### config.mk
export PLATFORM = sky130hd
export DESIGN_NAME = fifo_read_arbiter_flat
export DESIGN_NICKNAME = d
export VERILOG_FILES = /design/src/rtl/fifo_read_arbiter_pkg.sv /design/src/rtl/fifo_read_arbiter_if.sv /design/src/rtl/fifo_read_arbiter_rr_arbiter.sv /design/src/rtl/fifo_read_arbiter.sv /design/src/flat_wrapper.sv
export SDC_FILE = /design/constraint.sdc
export NUM_CORES = 1
export LEC_CHECK = 0
export CORE_UTILIZATION = 40
export CTS_CLUSTER_DIAMETER = 80
export DETAILED_ROUTE_END_ITERATION = 7
export PLACE_DENSITY = 0.78
export SLEW_MARGIN = 5
export SYNTH_ARGS = -nofsm -noshare
export SYNTH_HDL_FRONTEND = slang
export SYNTH_SLANG_ARGS = --single-unit
### constraint.sdc
create_clock -name r_clk -period 2.3 [get_ports r_clk]
set_clock_uncertainty 0.05 [all_clocks]
set_input_delay 0.46 -clock r_clk [delete_from_list [all_inputs] [get_ports r_clk]]
set_output_delay 0.46 -clock r_clk [all_outputs]
set_load 0.02 [all_outputs]
### src/rtl/fifo_read_arbiter_pkg.sv
// Shared types and constants for the FIFO read-port arbiter.
// Holds the FSM state encoding, the default sizes and the consumer-ID width helper.
package fifo_read_arbiter_pkg;

  typedef enum logic {
    IDLE  = 1'b0,
    BURST = 1'b1
  } state_e;

  localparam int DEF_NUM_REQ   = 4;
  localparam int DEF_MAX_BURST = 4;

  // Width of a consumer index; never narrower than one bit.
  function automatic int id_width(input int n);
    return (n <= 1) ? 1 : $clog2(n);
  endfunction

endpackage

### src/rtl/fifo_read_arbiter_if.sv
// Bundle of the read-port arbiter's request, FIFO and return signals.
// The arbiter uses the master modport; the consumers and FIFO use the slave modport.
interface fifo_read_arbiter_if #(
  parameter int NUM_REQ = 4,
  parameter int DATA_W  = 8,
  parameter int BL_W    = 3
) ();
  import fifo_read_arbiter_pkg::*;

  localparam int ID_W = id_width(NUM_REQ);

  logic [NUM_REQ-1:0] req;
  logic [BL_W-1:0]    burst_len;
  logic               empty;
  logic [DATA_W-1:0]  rd_data;
  logic               rd_en;
  logic [NUM_REQ-1:0] gnt;
  logic               busy;
  logic               out_valid;
  logic [DATA_W-1:0]  out_data;
  logic [ID_W-1:0]    out_id;

  modport master (
    input  req, burst_len, empty, rd_data,
    output rd_en, gnt, busy, out_valid, out_data, out_id
  );

  modport slave (
    output req, burst_len, empty, rd_data,
    input  rd_en, gnt, busy, out_valid, out_data, out_id
  );

endinterface

### src/rtl/fifo_read_arbiter_rr_arbiter.sv
// Combinational round-robin picker: first set request after last_gnt, searching upward with wrap.
// Produces a one-hot grant and its index; both are zero when nothing is requested.
module rr_arbiter
  import fifo_read_arbiter_pkg::*;
#(
  parameter int NUM_REQ = DEF_NUM_REQ,
  parameter int ID_W    = id_width(NUM_REQ)
) (
  input  logic [NUM_REQ-1:0] req,
  input  logic [ID_W-1:0]    last_gnt,
  output logic [NUM_REQ-1:0] gnt,
  output logic [ID_W-1:0]    gnt_idx
);

  logic [ID_W-1:0] idx;

  // Walk from farthest to nearest so the nearest candidate overwrites the others.
  always_comb begin
    gnt     = '0;
    gnt_idx = '0;
    idx     = '0;
    for (int i = NUM_REQ; i >= 1; i--) begin
      idx = ID_W'((int'(last_gnt) + i) % NUM_REQ);
      if (req[idx]) begin
        gnt      = '0;
        gnt[idx] = 1'b1;
        gnt_idx  = idx;
      end
    end
  end

endmodule

### src/rtl/fifo_read_arbiter.sv
// Shares one FIFO read port between NUM_REQ consumers: round-robin grants, bursts of
// empty-gated pops, and a one-cycle return path that tags each word with its owner.
module fifo_read_arbiter
  import fifo_read_arbiter_pkg::*;
#(
  parameter int NUM_REQ   = DEF_NUM_REQ,
  parameter int DATA_W    = 8,
  parameter int MAX_BURST = DEF_MAX_BURST,
  parameter int BL_W      = 3
) (
  input logic                r_clk,
  input logic                rst,
  fifo_read_arbiter_if.master bus
);

  localparam int ID_W = id_width(NUM_REQ);

  // Zero and oversize requests both mean a full-length burst.
  function automatic logic [BL_W-1:0] sat_burst(input logic [BL_W-1:0] bl);
    if (bl == '0 || int'(bl) > MAX_BURST) begin
      return BL_W'(MAX_BURST);
    end
    return bl;
  endfunction

  state_e             state_q, state_d;
  logic [NUM_REQ-1:0] gnt_q, gnt_d;
  logic [ID_W-1:0]    gnt_idx_q, gnt_idx_d;
  logic [ID_W-1:0]    last_gnt_q, last_gnt_d;
  logic [BL_W-1:0]    count_q, count_d;
  logic               vld_p1_q, vld_p1_d;
  logic [ID_W-1:0]    id_p1_q, id_p1_d;

  logic [NUM_REQ-1:0] arb_gnt;
  logic [ID_W-1:0]    arb_idx;
  logic               rd_en;

  rr_arbiter #(
    .NUM_REQ (NUM_REQ),
    .ID_W    (ID_W)
  ) u_rr_arbiter (
    .req      (bus.req),
    .last_gnt (last_gnt_q),
    .gnt      (arb_gnt),
    .gnt_idx  (arb_idx)
  );

  // Same condition the read pointer uses to advance, so a pop is never issued while empty.
  assign rd_en = (state_q == BURST) && !bus.empty && bus.req[gnt_idx_q] &&
                 (count_q != '0) && !rst;

  always_comb begin
    state_d    = state_q;
    gnt_d      = gnt_q;
    gnt_idx_d  = gnt_idx_q;
    last_gnt_d = last_gnt_q;
    count_d    = count_q;
    vld_p1_d   = rd_en;
    id_p1_d    = gnt_idx_q;

    unique case (state_q)
      IDLE: begin
        if ((bus.req != '0) && !bus.empty) begin
          state_d    = BURST;
          gnt_d      = arb_gnt;
          gnt_idx_d  = arb_idx;
          last_gnt_d = arb_idx;
          count_d    = sat_burst(bus.burst_len);
        end
      end
      BURST: begin
        if (!bus.req[gnt_idx_q]) begin
          state_d = IDLE;
          gnt_d   = '0;
          count_d = '0;
        end else if (rd_en) begin
          count_d = count_q - BL_W'(1);
          if (count_q == BL_W'(1)) begin
            state_d = IDLE;
            gnt_d   = '0;
          end
        end
      end
      default: begin
        state_d = IDLE;
        gnt_d   = '0;
        count_d = '0;
      end
    endcase
  end

  always_ff @(posedge r_clk) begin
    if (rst) begin
      state_q    <= IDLE;
      gnt_q      <= '0;
      gnt_idx_q  <= '0;
      last_gnt_q <= ID_W'(NUM_REQ - 1);
      count_q    <= '0;
      vld_p1_q   <= 1'b0;
      id_p1_q    <= '0;
    end else begin
      state_q    <= state_d;
      gnt_q      <= gnt_d;
      gnt_idx_q  <= gnt_idx_d;
      last_gnt_q <= last_gnt_d;
      count_q    <= count_d;
      vld_p1_q   <= vld_p1_d;
      id_p1_q    <= id_p1_d;
    end
  end

  // Return stage: memory data arrives one cycle after the pop and passes straight through.
  assign bus.rd_en     = rd_en;
  assign bus.gnt       = gnt_q;
  assign bus.busy      = (state_q == BURST);
  assign bus.out_valid = vld_p1_q;
  assign bus.out_id    = id_p1_q;
  assign bus.out_data  = vld_p1_q ? bus.rd_data : '0;

endmodule

### src/flat_wrapper.sv
// flat-port wrapper written by rule: the top's interface ports become plain ports
module fifo_read_arbiter_flat import fifo_read_arbiter_pkg::*;
#(
  parameter int NUM_REQ   = DEF_NUM_REQ,
  parameter int DATA_W    = 8,
  parameter int MAX_BURST = DEF_MAX_BURST,
  parameter int BL_W      = 3
)
  (r_clk, rst, bus_req, bus_burst_len, bus_empty, bus_rd_data, bus_rd_en, bus_gnt, bus_busy, bus_out_valid, bus_out_data, bus_out_id);
  fifo_read_arbiter_if #(.NUM_REQ(NUM_REQ), .DATA_W(DATA_W), .BL_W(BL_W)) bus_i ();
  input logic r_clk;
  input logic rst;
  input wire logic [$bits(bus_i.req)-1:0] bus_req;
  input wire logic [$bits(bus_i.burst_len)-1:0] bus_burst_len;
  input wire logic [$bits(bus_i.empty)-1:0] bus_empty;
  input wire logic [$bits(bus_i.rd_data)-1:0] bus_rd_data;
  output wire logic [$bits(bus_i.rd_en)-1:0] bus_rd_en;
  output wire logic [$bits(bus_i.gnt)-1:0] bus_gnt;
  output wire logic [$bits(bus_i.busy)-1:0] bus_busy;
  output wire logic [$bits(bus_i.out_valid)-1:0] bus_out_valid;
  output wire logic [$bits(bus_i.out_data)-1:0] bus_out_data;
  output wire logic [$bits(bus_i.out_id)-1:0] bus_out_id;
  assign bus_i.req = bus_req;
  assign bus_i.burst_len = bus_burst_len;
  assign bus_i.empty = bus_empty;
  assign bus_i.rd_data = bus_rd_data;
  assign bus_rd_en = bus_i.rd_en;
  assign bus_gnt = bus_i.gnt;
  assign bus_busy = bus_i.busy;
  assign bus_out_valid = bus_i.out_valid;
  assign bus_out_data = bus_i.out_data;
  assign bus_out_id = bus_i.out_id;
  fifo_read_arbiter #(.NUM_REQ(NUM_REQ), .DATA_W(DATA_W), .MAX_BURST(MAX_BURST), .BL_W(BL_W)) u_core (.r_clk(r_clk), .rst(rst), .bus(bus_i));
endmodule
==> flow_summary.yaml <==
cells_and_area:
  multi_input_area_um2: 793
  fin_nets: 208
  layout-drive-gt1-share_pct: 18.4
  fin_util_pct: 59.8
  stdcell_count: 210
  fillCellCount: 253
  regArea_um2: 302
  synthToLayoutAreaGrowth_pct: 41.2
  insertedDiodeCount: 0
routing:
  vias_per_cell: 5.57
  drt_iter0_markers: 25
  drtPass1Iterations: 4
  wl_per_cell_um: 13.3
  vias: 1170
  wirelength_mm: 2.80
  antenna_left: 0
  drc: 0
sta:
  finalCriticalPeriod_ps: 2250
  fin_crit_sh_pct: 97.9
  rsz0062_at_grt: "no"
  setup_violations: 0
  tightestPinTransition_ps: 422
  fin_setup_tns_ps: 0
  whs_ps: 429
  drv_slew: 0
  max_freq_mhz: 444
  hold_viol: 0
  slew_headroom_pct: 71.6
worst_setup_path:
  arrival_ps: 1740
  worstPathRequired_ps: 1790
  critical_path_cell_count: 4
  cp_cell_sequence: "clkdlybuf4s50_1, mux4_2, and3_4, buf_2"
  path_class: "in -> out"
  slowest_delay_ps: 510
  crit_fanout: 3
  end_kind: "output pin"
  critPathSlowestCell: "mux4_2"
  start_kind: "input port"
  path_delay_family: "buffers and inverters"
  reg2reg_depth: 7
  cp_num_buf_inv: 2
power_and_ir_drop:
  pwr-share-clk_pct: 17.5
  p_per_area_nw_per_um2: 489
  p_sw_w: 0.000264
  p_seq_share_pct: 37.3
  power_frac_comb_pct: 45.2
  netSwitchingFraction_pct: 32.7
  p_leak_nw: 0.704
  p_int_w: 0.000542
  ir_worst_vdd_v: 0.000323
clock_tree:
  cts_tree: "yes"
  cts.hold.buffers_added: 0
  cts_root_buffer: "clkbuf_4"
  clk_latency_ps: 270
  clk_pin_slew_worst_paths_ps: 80
  clock_path_buffers: 2
  cts_repair_resize_count: 5
  htree_num_levels: 1
  clock-sinks: 15
  cts_setup_buffers: 0
  cts_buffers: 3
synth:
  async_flop_share_pct: 0
  synth_edf_count: 0
  yosys-top-cells-area: "dfxtp_1 (26%), ha_1 (11%), a21oi_1 (4.3%), and2_1 (4.3%), a221o_1 (3.4%)"
  yosysSeqAreaShare_pct: 25.7
  yosysUniqueCellTypes: 40
  synth.avg_cell_area_um2: 8.71
  synthCells: 134
  yosys-top-cells-count: "dfxtp_1 (15), a21oi_1 (10), ha_1 (10), and2_1 (8), nand2_1 (8)"
  yosysTopAreaCellShare_pct: 25.7
  yosysMostFrequentCell: "dfxtp_1"
  synth_nets: 162
  synthesis.area_um2: 1170
  yosysWarnings: 0
  yosys.area.top_type: "dfxtp_1"
  ys_seq_elements: 15
  synth-main-ff-cell: "dfxtp_1"
floorplanning:
  dieWidth_um: 56.0
  row_count: 19
  pin_count: 35
  fp.dieH_um: 56.0
  die_area_um2: 3140
  start_util_pct: 42.3
  core_um2: 2760
place:
  placed_cells: 206
  gp_congestion: 0.874
  dp_hpwl_mm: 2.31
  io_buffers: 34
global_routing:
  grt_max_degree: 15
  grt_pass1_wl_mm: 5.06
  antenna_found_initial: 0
  gr-usage-all-layers_pct: 19.5
  overflow: 0
  grt_pass1_vias: 1129
min_path:
  hold_class: "reg -> reg"
  hold_depth: 1
run_status:
  status: "finished, final reports clean"
job:
  cap_violations: 0
per-stage QoR:
stage	worst slack, ps	total power, W	cell area, µm²
after global routing	5.36	0.000859	1650
final	48.3	0.000806	1650
after floorplan	8.85	0.000541	1180
after detailed placement	-407	0.000668	1620
after global placement	-378	0.000653	1620
after CTS	36.4	0.000807	1640
final cells by class:
cell class                 count  area share (%)
clock buffer                   4            1.59
timing repair buffer          50            27.8
sequential                    15            18.3
inverter                       8            1.82
tap                           31            2.35
multi-input combinational    102            48.1
final timing paths:
path | slack [ps] | start | endpoint
max reg2reg | 130 | u_core.last_gnt_q[1]$_SDFFE_PP1P_ | u_core.bus.gnt[2]$_SDFFE_PP0P_
min | 430 | u_core.bus.gnt[3]$_SDFFE_PP0P_ | u_core.bus.gnt[3]$_SDFFE_PP0P_
min reg2reg | 430 | u_core.bus.gnt[3]$_SDFFE_PP0P_ | u_core.bus.gnt[3]$_SDFFE_PP0P_
max | 50 | bus_req[2] | bus_rd_en
per-layer routing:
metal	share of wire [%]	track usage, %	vias to the layer above
met3	5.3	3.49	4
met4	1.2	4.88	0
li1	-	-	587
met2	51	36.1	37
met5	0	0	-
met1	42	23.2	542
layout by cell type, fill, tap and decap left out, types with 3 or more instances in the layout:
master / n
a21o_1: 5
a211oi_1: 5
nor2_1: 7
and2_1: 8
clkdlybuf4s50_1: 32
a32o_1: 4
ha_1: 9
inv_1: 7
o21ai_0: 3
buf_4: 16
nand2_1: 8
a21oi_1: 10
a221o_1: 4
clkbuf_4: 3
dfxtp_1: 14
nand2b_1: 4
mux2_2: 3
state kept, by name, summed over array words and instances (netlist names):
register / cells
u_core.bus.out_valid: 1
u_core.gnt_idx_q: 2
u_core.count_q: 3
u_core.bus.out_id: 2
u_core.bus.busy: 1
u_core.bus.gnt: 4
u_core.last_gnt_q: 2
power by group through the flow:
stage,combinational (W),clock [W],sequential (W)
2_1_floorplan,0.000221,0,0.000320
3_3_place_gp,0.000348,0,0.000305
3_5_place_dp,0.000362,0,0.000306
4_1_cts,0.000364,0.000143,0.000300
5_1_grt,0.000403,0.000152,0.000305
6_report,0.000364,0.000141,0.000301
kinds of logic after synthesis:
| kind of cell | Yosys count | synth area share, % |
|---|---|---|
| AOI/OAI and AO/OA | 43 | 26.9 |
| and+or+nand+nor | 40 | 18.9 |
| buffers and inverters | 17 | 7.29 |
| DFF | 15 | 25.7 |
| adders and majority gates | 10 | 10.7 |
| muxes | 9 | 10.5 |
worst reg2reg max path, delay by kind of cell, from the launching register on:
kind                     cells  cell delay [ps]
AND/OR/NAND/NOR              1               90
adder cells (fa/ha/maj)      1              400
multiplexers                 1              360
flip-flops                   1              340
buffers and inverters        1               70
AO/OA/AOI/OAI                3              750
Power figures use the tool's default switching activity.
